--- src/rtl/fib_dispatch_pkg.sv ---
// Shared name geometry, dispatcher state encoding and a saturating counter helper.
`timescale 1ns / 1ps
package fib_dispatch_pkg;

    localparam int unsigned WORD_SIZE       = 32;
    localparam int unsigned MAX_NAME_LENGTH = 8;
    localparam int unsigned NW              = WORD_SIZE * MAX_NAME_LENGTH;

    typedef logic [NW-1:0] name_t;

    typedef enum logic {IDLE, HOLD} dispatch_state_e;

    // 32-bit add of a small increment that sticks at all-ones instead of wrapping.
    function automatic logic [31:0] sat_add32(input logic [31:0] a, input logic [1:0] inc);
        logic [32:0] sum;
        sum = {1'b0, a} + {31'b0, inc};
        return sum[32] ? '1 : sum[31:0];
    endfunction

endpackage

--- src/rtl/dual_issue_name_dispatcher_if.sv ---
// Host-side and lane-side signals of the dual-issue name dispatcher.
`timescale 1ns / 1ps
interface dual_issue_name_dispatcher_if
    import fib_dispatch_pkg::*;
#(
    parameter int unsigned FIFO_DEPTH = 4
);
    localparam int unsigned CntW = $clog2(FIFO_DEPTH) + 1;

    name_t           name_in;
    logic            name_valid_in;
    logic            name_ready_out;
    name_t           name_out_1;
    logic            name_valid_out_1;
    name_t           name_out_2;
    logic            name_valid_out_2;
    logic            issue_strobe_out;
    logic [CntW-1:0] fifo_count_out;
    logic [31:0]     stat_names_out;
    logic [31:0]     stat_single_out;

    modport master (
        output name_in, name_valid_in,
        input  name_ready_out, name_out_1, name_valid_out_1, name_out_2, name_valid_out_2,
        input  issue_strobe_out, fifo_count_out, stat_names_out, stat_single_out
    );

    modport slave (
        input  name_in, name_valid_in,
        output name_ready_out, name_out_1, name_valid_out_1, name_out_2, name_valid_out_2,
        output issue_strobe_out, fifo_count_out, stat_names_out, stat_single_out
    );

endinterface

--- src/rtl/name_fifo.sv ---
// Name FIFO with single push, pop of one or two entries, and peek of the two oldest entries.
`timescale 1ns / 1ps
module name_fifo
    import fib_dispatch_pkg::*;
#(
    parameter int unsigned FIFO_DEPTH = 4
) (
    input  logic                        clk_in,
    input  logic                        rst_n_in,
    input  name_t                       push_data_i,
    input  logic                        push_i,
    input  logic                        pop1_i,
    input  logic                        pop2_i,
    output name_t                       peek0_o,
    output name_t                       peek1_o,
    output logic [$clog2(FIFO_DEPTH):0] count_o,
    output logic                        ready_o
);
    localparam int unsigned AddrW = $clog2(FIFO_DEPTH);

    name_t            mem_q [FIFO_DEPTH];
    logic [AddrW:0]   wr_q, wr_d, rd_q, rd_d;
    logic             ready_q;
    logic [AddrW-1:0] rd_idx1;

    // Pointer advance; the extra MSB distinguishes full from empty.
    always_comb begin
        wr_d = wr_q + {{AddrW{1'b0}}, push_i};
        rd_d = rd_q;
        if (pop2_i) begin
            rd_d = rd_q + (AddrW + 1)'(2);
        end else if (pop1_i) begin
            rd_d = rd_q + (AddrW + 1)'(1);
        end
    end

    // Pointers and ready; ready is registered from the post-edge occupancy.
    always_ff @(posedge clk_in or negedge rst_n_in) begin
        if (!rst_n_in) begin
            wr_q    <= '0;
            rd_q    <= '0;
            ready_q <= 1'b1;
        end else begin
            wr_q    <= wr_d;
            rd_q    <= rd_d;
            ready_q <= ((wr_d - rd_d) != (AddrW + 1)'(FIFO_DEPTH));
        end
    end

    // Storage needs no reset; entries are only read once the pointers say they are valid.
    always_ff @(posedge clk_in) begin
        if (push_i) begin
            mem_q[wr_q[AddrW-1:0]] <= push_data_i;
        end
    end

    assign rd_idx1 = rd_q[AddrW-1:0] + AddrW'(1);
    assign peek0_o = mem_q[rd_q[AddrW-1:0]];
    assign peek1_o = mem_q[rd_idx1];
    assign count_o = wr_q - rd_q;
    assign ready_o = ready_q;

endmodule

--- src/rtl/dual_issue_name_dispatcher.sv ---
// Dual-issue name dispatcher: buffers host names and issues up to two per slot, each slot held
// for HOLD_CYCLES clocks. Optional issue statistics are enabled by defining ISSUE_STATS_EN.
`timescale 1ns / 1ps
module dual_issue_name_dispatcher
    import fib_dispatch_pkg::*;
#(
    parameter int unsigned FIFO_DEPTH  = 4,
    parameter int unsigned HOLD_CYCLES = 16
) (
    input logic                         clk_in,
    input logic                         rst_n_in,
    dual_issue_name_dispatcher_if.slave disp_io
);
    localparam int unsigned CntW  = $clog2(FIFO_DEPTH) + 1;
    localparam int unsigned HoldW = (HOLD_CYCLES > 1) ? $clog2(HOLD_CYCLES) : 1;
    localparam logic [HoldW-1:0] HoldInit = HoldW'(HOLD_CYCLES - 1);

    dispatch_state_e  state_q;
    logic [HoldW-1:0] hold_q;
    name_t            lane1_q, lane2_q;
    logic             valid1_q, valid2_q, strobe_q;

    logic [CntW-1:0]  count;
    name_t            peek0, peek1;
    logic             ready, push, load, load_two;

    assign push     = disp_io.name_valid_in & ready;
    assign load_two = (count >= CntW'(2));
    // A slot loads from IDLE, or back-to-back at the end of a hold, whenever a name is waiting.
    assign load     = (count != '0) && ((state_q == IDLE) || (hold_q == '0));

    name_fifo #(
        .FIFO_DEPTH (FIFO_DEPTH)
    ) u_fifo (
        .clk_in      (clk_in),
        .rst_n_in    (rst_n_in),
        .push_data_i (disp_io.name_in),
        .push_i      (push),
        .pop1_i      (load & ~load_two),
        .pop2_i      (load & load_two),
        .peek0_o     (peek0),
        .peek1_o     (peek1),
        .count_o     (count),
        .ready_o     (ready)
    );

    // Slot FSM with registered lane outputs and issue strobe.
    always_ff @(posedge clk_in or negedge rst_n_in) begin
        if (!rst_n_in) begin
            state_q  <= IDLE;
            hold_q   <= '0;
            lane1_q  <= '0;
            lane2_q  <= '0;
            valid1_q <= 1'b0;
            valid2_q <= 1'b0;
            strobe_q <= 1'b0;
        end else begin
            strobe_q <= load;
            if (load) begin
                state_q  <= HOLD;
                hold_q   <= HoldInit;
                lane1_q  <= peek0;
                lane2_q  <= load_two ? peek1 : '0;
                valid1_q <= 1'b1;
                valid2_q <= load_two;
            end else if (state_q == HOLD) begin
                if (hold_q == '0) begin
                    state_q  <= IDLE;
                    valid1_q <= 1'b0;
                    valid2_q <= 1'b0;
                end else begin
                    hold_q <= hold_q - 1'b1;
                end
            end
        end
    end

`ifdef ISSUE_STATS_EN
    logic [31:0] stat_names_q, stat_single_q;

    // Saturating counts of names issued and of single-name slots.
    always_ff @(posedge clk_in or negedge rst_n_in) begin
        if (!rst_n_in) begin
            stat_names_q  <= '0;
            stat_single_q <= '0;
        end else if (load) begin
            stat_names_q <= sat_add32(stat_names_q, load_two ? 2'd2 : 2'd1);
            if (!load_two) begin
                stat_single_q <= sat_add32(stat_single_q, 2'd1);
            end
        end
    end

    assign disp_io.stat_names_out  = stat_names_q;
    assign disp_io.stat_single_out = stat_single_q;
`else
    assign disp_io.stat_names_out  = '0;
    assign disp_io.stat_single_out = '0;
`endif

    assign disp_io.name_ready_out   = ready;
    assign disp_io.fifo_count_out   = count;
    assign disp_io.name_out_1       = lane1_q;
    assign disp_io.name_out_2       = lane2_q;
    assign disp_io.name_valid_out_1 = valid1_q;
    assign disp_io.name_valid_out_2 = valid2_q;
    assign disp_io.issue_strobe_out = strobe_q;

endmodule

--- src/flat_wrapper.sv ---
// flat-port wrapper written by rule: the top's interface ports become plain ports
module dual_issue_name_dispatcher_flat import fib_dispatch_pkg::*;
#(
    parameter int unsigned FIFO_DEPTH  = 4,
    parameter int unsigned HOLD_CYCLES = 16
)
  (clk_in, rst_n_in, disp_io_name_in, disp_io_name_valid_in, disp_io_name_ready_out, disp_io_name_out_1, disp_io_name_valid_out_1, disp_io_name_out_2, disp_io_name_valid_out_2, disp_io_issue_strobe_out, disp_io_fifo_count_out, disp_io_stat_names_out, disp_io_stat_single_out);
  dual_issue_name_dispatcher_if #(.FIFO_DEPTH(FIFO_DEPTH)) disp_io_i ();
  input logic clk_in;
  input logic rst_n_in;
  input wire logic [$bits(disp_io_i.name_in)-1:0] disp_io_name_in;
  input wire logic [$bits(disp_io_i.name_valid_in)-1:0] disp_io_name_valid_in;
  output wire logic [$bits(disp_io_i.name_ready_out)-1:0] disp_io_name_ready_out;
  output wire logic [$bits(disp_io_i.name_out_1)-1:0] disp_io_name_out_1;
  output wire logic [$bits(disp_io_i.name_valid_out_1)-1:0] disp_io_name_valid_out_1;
  output wire logic [$bits(disp_io_i.name_out_2)-1:0] disp_io_name_out_2;
  output wire logic [$bits(disp_io_i.name_valid_out_2)-1:0] disp_io_name_valid_out_2;
  output wire logic [$bits(disp_io_i.issue_strobe_out)-1:0] disp_io_issue_strobe_out;
  output wire logic [$bits(disp_io_i.fifo_count_out)-1:0] disp_io_fifo_count_out;
  output wire logic [$bits(disp_io_i.stat_names_out)-1:0] disp_io_stat_names_out;
  output wire logic [$bits(disp_io_i.stat_single_out)-1:0] disp_io_stat_single_out;
  assign disp_io_i.name_in = disp_io_name_in;
  assign disp_io_i.name_valid_in = disp_io_name_valid_in;
  assign disp_io_name_ready_out = disp_io_i.name_ready_out;
  assign disp_io_name_out_1 = disp_io_i.name_out_1;
  assign disp_io_name_valid_out_1 = disp_io_i.name_valid_out_1;
  assign disp_io_name_out_2 = disp_io_i.name_out_2;
  assign disp_io_name_valid_out_2 = disp_io_i.name_valid_out_2;
  assign disp_io_issue_strobe_out = disp_io_i.issue_strobe_out;
  assign disp_io_fifo_count_out = disp_io_i.fifo_count_out;
  assign disp_io_stat_names_out = disp_io_i.stat_names_out;
  assign disp_io_stat_single_out = disp_io_i.stat_single_out;
  dual_issue_name_dispatcher #(.FIFO_DEPTH(FIFO_DEPTH), .HOLD_CYCLES(HOLD_CYCLES)) u_core (.clk_in(clk_in), .rst_n_in(rst_n_in), .disp_io(disp_io_i));
endmodule
--- config.mk ---
export PLATFORM = sky130hd
export DESIGN_NAME = dual_issue_name_dispatcher_flat
export DESIGN_NICKNAME = d
export VERILOG_FILES = /design/src/rtl/fib_dispatch_pkg.sv /design/src/rtl/dual_issue_name_dispatcher_if.sv /design/src/rtl/name_fifo.sv /design/src/rtl/dual_issue_name_dispatcher.sv /design/src/flat_wrapper.sv
export SDC_FILE = /design/constraint.sdc
export NUM_CORES = 2
export LEC_CHECK = 0
export CAP_MARGIN = 20
export CORE_ASPECT_RATIO = 1.4
export CORE_MARGIN = 2
export CORE_UTILIZATION = 45
export CTS_CLUSTER_SIZE = 25
export DETAILED_ROUTE_END_ITERATION = 8
export PLACE_DENSITY = 0.77
export RECOVER_POWER = 50
export SYNTH_ARGS = -nofsm -noshare
export SYNTH_HDL_FRONTEND = slang
export SYNTH_SLANG_ARGS = --single-unit
--- constraint.sdc ---
create_clock -name clk_in -period 35.9 [get_ports clk_in]
set_input_delay 3.59 -clock clk_in [delete_from_list [all_inputs] [get_ports clk_in]]
set_output_delay 3.59 -clock clk_in [all_outputs]
set_load 0.05 [all_outputs]
# Word-level counts from Yosys, hierarchy flattened
# Memories as Yosys holds them, arrays and structs flattened. A register that Yosys moved wholly into a read port is not among the register bits.
# Cells that the tools add are included.
# op_classes
mul,0
n_lt_le_gt_ge,1
reduce_logical,9
div_mod_pow,0
n_bitwise,5
mux,15
shift,0
n_eq_ne,2
n_addsub,7
# ops
op,count
256-bit 2-to-1 mux,1
4-bit 2-to-1 mux,3
1-bit 2-to-1 mux,9
3-bit 2-to-1 mux,2
3-bit subtractor,2
4-bit zero test,1
2-bit AND reduction,2
2-bit nonzero test,2
"4-bit by 1-bit subtractor with 4-bit output, second input constant",1
3-bit by 1-bit adder with 3-bit output,1
"3-bit by 1-bit adder with 3-bit output, second input constant",1
"3-bit by 2-bit adder with 3-bit output, second input constant",1
1-bit bitwise AND,3
"3-bit by 2-bit >= comparator with 1-bit output, second input constant",1
"3-bit != test, second input constant",1
3-bit nonzero test,1
"2-bit by 1-bit adder with 2-bit output, second input constant",1
"2-bit by 1-bit != test with 1-bit output, second input constant",1
1-bit inverter,2
1-bit logical AND,1
1-bit zero test,1
1-bit logical OR,1
# word_totals
in_bits,259
mem_bits_ro,0
register_bits,271
memories,1
latch_bits,0
wordCells,49
out_inout_bits,583
ram_bits,1024
# memory_table
memory,words,width,read_ports,rd_clocked_by_memory_dff,wr,line,rtl
u_core.u_fifo.mem_q,4,256,2,1,1,name_fifo.sv:21,name_t mem_q [FIFO_DEPTH];

# Longest topological paths before layout
# logic_depth
depth_word,8
depth_mapped,13
mapped_depth_nobuf,13

# Modules after synthesis
# Synthesis repeated with hierarchy kept, for this count alone.
# unflattened
hier_cells,2914
area_unflattened_um2,63279.4
# modules_own_cells
module,seq_area_each_um2,cells_each,area_per_inst_um2,n_inst
name_fifo,30925.9,1692,43710.7,1
dual_issue_name_dispatcher,13012.5,1222,19568.8,1

# Least setup slack after synthesis
# OpenSTA, ideal clock, no wires.
# synth_timing
path_kind,input-to-reg
startpoint,input port disp_io_name_valid_in
endpoint,"memory u_core.u_fifo.mem_q[1][0] in the netlist's numbering, enable pin"
path_stages,2
arrival_ps,20893
setup_time_ps,1189
setup_slack_ps,13818
n_path_buf,0
t_required_ps,34711
path_cell_list,nand2_1 -> nor3_1
# synth_via
elab_chain_cells,3
# synth_lines
element,line,rtl
"start, declared",flat_wrapper.sv:12,input wire logic [$bits(disp_io_i.name_valid_in)-1:0] disp_io_name_valid_in;
1-bit bitwise AND,dual_issue_name_dispatcher.sv:27,assign push = disp_io.name_valid_in & ready;
1-bit 2-to-1 mux,name_fifo.sv:52,if (push_i) begin
1-bit 2-to-1 mux (implied by the code),name_fifo.sv:53,mem_q[wr_q[AddrW-1:0]] <= push_data_i;
"end, declared",name_fifo.sv:21,
# No other way between the ends.

# Worst setup path in the final report
# layout_timing
startpoint,register u_core.u_fifo.rd_q[0]
endpoint,"register u_core.lane1_q[46], in the netlist u_core.disp_io.name_out_1[46], read port of u_core.u_fifo.mem_q"
# layout_via
elab_chain_cells,3
# layout_lines
element,line,rtl
"start, declared",name_fifo.sv:22,"logic [AddrW:0] wr_q, wr_d, rd_q, rd_d;"
"start signal, assigned",name_fifo.sv:45,rd_q <= rd_d;
3-bit subtractor,name_fifo.sv:60,assign count_o = wr_q - rd_q;
3-bit nonzero test,dual_issue_name_dispatcher.sv:30,assign load = (count != '0) && ((state_q == IDLE) || (hold_q == '0));
1-bit logical AND,dual_issue_name_dispatcher.sv:30,
"end, declared",dual_issue_name_dispatcher.sv:20,"name_t lane1_q, lane2_q;"
# Parallel ways exist; a longest one is shown, timed or not.
# A chain may end at the register's enable or synchronous reset.

==> impl_metrics.ini <==
[status]
status = complete, but fails checks
violations = capacitance limit, slew limit

[cts]
htree_levels = 4
clkLatencyLatePin_ns = 0.79
post_cts_resized = 0
cts.clk_slew.worst_paths_ns = 0.06
clockRootBuffer = clkbuf_16
cts.sinks = 1551
cts_buffer_depth = 3
numCtsBuffers = 147
ctsHoldBuffers = 0
cts_tree = yes
cts_setup_buffers = 0

[drt]
num_vias = 33200
drt_first_pass_iters = 8
wirelength_um = 158000
drt_iter0_markers = 2623
antenna_left = 0
drc = 0
post_drt_wl_per_cell_um = 27.4
vias_per_cell = 5.76

[critical_path]
reg2reg_slack_ns = 19.99
arrival_ns = 16.57
cp-start-kind = flop
crit_chain = ha_1, fa_1, xnor3_1, nand3_1, nand2_1, clkinvlp_2, clkbuf_1, buf_4, mux2_4
path_max_fanout = 139
slowest_delay_ns = 7.10
crit_buf_inv = 3
reg2reg_depth = 9
crit_type = flop to flop
cp.required_ns = 36.56
end_kind = flop
slowest_stage = clkinvlp_2
critPathTopFamily = buffers and inverters
r2r-start = u_core.u_fifo.rd_q[0]$_DFF_PN0_
r2r_end = u_core.disp_io.name_out_1[46]$_DFFE_PN0P_

[synth]
synth_cell_type_count = 46
synth_top_area_share_pct = 48.2
synth_edf_count = 1024
yosysWarnings = 0
synth_area_per_cell_um2 = 21.9
ys_ff_latch = 1551
synth_area_um2 = 63800
yosys.area.top_type = edfxtp_1
synth_flop_cell = edfxtp_1
synthArstFlopShare_pct = 34.0
synth.top_cells.by_area = edfxtp_1, dfrtp_1, mux4_2
ys_seq_area_share_pct = 68.9
synthCells = 2915

[timing]
fin_crit_sh_pct = 44.3
rsz0062_at_grt = no
setup_viol = 0
drv_slew = 1013
fin_ws_ns = 19.99
finClkSkew_ns = 0.0244
max_slew_margin_pct = -417
fmax_mhz = 62.9
hold_violations = 0
tns_ns = 0
worst_slew_pin_slew_ns = 7.75
fin_crit_ns = 15.91

[die]
coreArea_um2 = 141000
ios = 842
dieArea_um2 = 145000
dieHeight_um = 450
die_w_um = 322
rows = 163
start_util_pct = 45.3

[flow_run]
cap_violations = 17

[finish]
multi_input_area_um2 = 17600
seqCellArea_um2 = 43900
fillers = 10600
final_common_cell = edfxtp_1
layout_common_cells = edfxtp_1, dfrtp_1, clkdlybuf4s50_1
drive_above_1_share_pct = 22.8
postLayoutCoreUtil_pct = 54.8
design_area_um2 = 77200
finalNetCount = 3961
syn2layout_area_growth_pct = 21.0

[global_route]
grt_overflow = 0
track_usage_pct = 21.8
grt_pass1_vias = 34800
grt_max_degree = 147
antenna_found_initial = 83
grt_first_pass_wirelength_um = 234000

[pwr]
peakVddDrop_mv = 0.0695
leakage_nw = 27.4
p_per_area_nw_per_um2 = 105
p_total_mw = 8.13

[placed_design]
dpl.hpwl_um = 101000
dpl_worst_slack_ns = 27.97
gp_congestion = 0.831
placed_area_um2 = 72900
io_buffer_count = 777

[hold_path]
holdPathStages = 1
min_path_type = flop to flop
hold_end = u_core.disp_io.name_out_1[240]$_DFFE_PN0P_
hold_start = u_core.disp_io.name_out_1[240]$_DFFE_PN0P_
-- cells by family (layout without fill, tap and decap cells) --
logic type,Yosys count,after routing,share of synthesized area [%]
xor gates and xnor gates,4,4,0.100
and+or+nand+nor,31,31,0.282
AOI/OAI and AO/OA,275,275,3.71
buffers and inverters,277,1118,2.95
DFF,1551,1551,68.9
adders and majority gates,8,8,0.169
muxes,768,768,23.9
other,1,112,0.00588
-- report_power, final --
part / switching, mW / total, mW / internal, mW / leakage (nW)
clock network: 0.668 / 1.58 / 0.914 / 2.43
registers: 0.324 / 2.77 / 2.45 / 15.9
logic: 2.17 / 3.77 / 1.60 / 9.12
total: 3.16 / 8.13 / 4.96 / 27.4
-- state kept, by name (all words and copies together) (netlist names) --
register and count:
u_core.u_fifo.mem_q 1024, u_core.disp_io.name_valid_out_1 1, u_core.u_fifo.wr_q 3, u_core.hold_q 4, u_core.disp_io.name_valid_out_2 1, u_core.state_q 1, u_core.disp_io.name_out_1 256, u_core.u_fifo.rd_q 3
u_core.disp_io.issue_strobe_out 1, u_core.u_fifo.ready_o 1, u_core.disp_io.name_out_2 256
-- worst max path at each step --
stage | endpoint | slack [ns] | startpoint | depth (start not counted)
6_report | u_core.disp_io.name_out_1[46]$_DFFE_PN0P_ | 19.99 | u_core.u_fifo.rd_q[0]$_DFF_PN0_ | 9
5_1_grt | u_core.disp_io.name_out_1[46]$_DFFE_PN0P_ | 18.75 | u_core.u_fifo.rd_q[0]$_DFF_PN0_ | 9
4_1_cts | disp_io_fifo_count_out[1] | 28.64 | u_core.u_fifo.rd_q[0]$_DFF_PN0_ | 4
3_5_place_dp | u_core.u_fifo.mem_q[3][31]$_DFFE_PP_ | 27.97 | disp_io_name_valid_in | 8
3_3_place_gp | u_core.u_fifo.mem_q[3][28]$_DFFE_PP_ | 27.93 | disp_io_name_valid_in | 8
2_1_floorplan | u_core.u_fifo.mem_q[1][0]$_DFFE_PP_ | 13.82 | disp_io_name_valid_in | 2
-- worst register-to-register path, stage by stage (launching register included) --
cell and delay, ns:
dfrtp_1 2.00, ha_1 0.43, fa_1 0.18, xnor3_1 0.24, nand3_1 0.21, nand2_1 1.84
clkinvlp_2 7.13, clkbuf_1 2.52, buf_4 0.80, mux2_4 0.44
-- cell type report --
type	instances	area share, %
clock buffers	207	5.43
clock inverters	67	0.969
multi-input cells	1150	22.8
inverters	14	0.0697
flip-flops and latches	1551	56.9
well taps	1897	3.07
diodes	48	0.156
repair buffers	830	10.6
-- synthesized netlist by cell type, drive strengths merged, types with 7 or more instances --
cell and number:
a22o 256, buf 204, clkbuf 59, dfrtp 526, edfxtp 1024, ha 7, inv 14, mux2 256
mux4 512, nand2 9, nor2 10
-- per-stage QoR --
step / hold WS, ns / instances
3_3_place_gp: 0.483 / 5442
4_1_cts: 0.508 / 5716
2_1_floorplan: 0.467 / 2978
3_5_place_dp: 0.490 / 5442
6_report: 0.485 / 5764
5_1_grt: 0.499 / 5757
-- metal layers --
metal,part of all wire [%],vias up,GRT usage (%)
met3,7.0,378,5.23
li1,-,13700,-
met1,37,17700,26.1
met2,51,1438,36.6
met5,0.089,-,0
met4,5.5,24,11.7
Note: power is estimated with default switching activity, not from simulation.
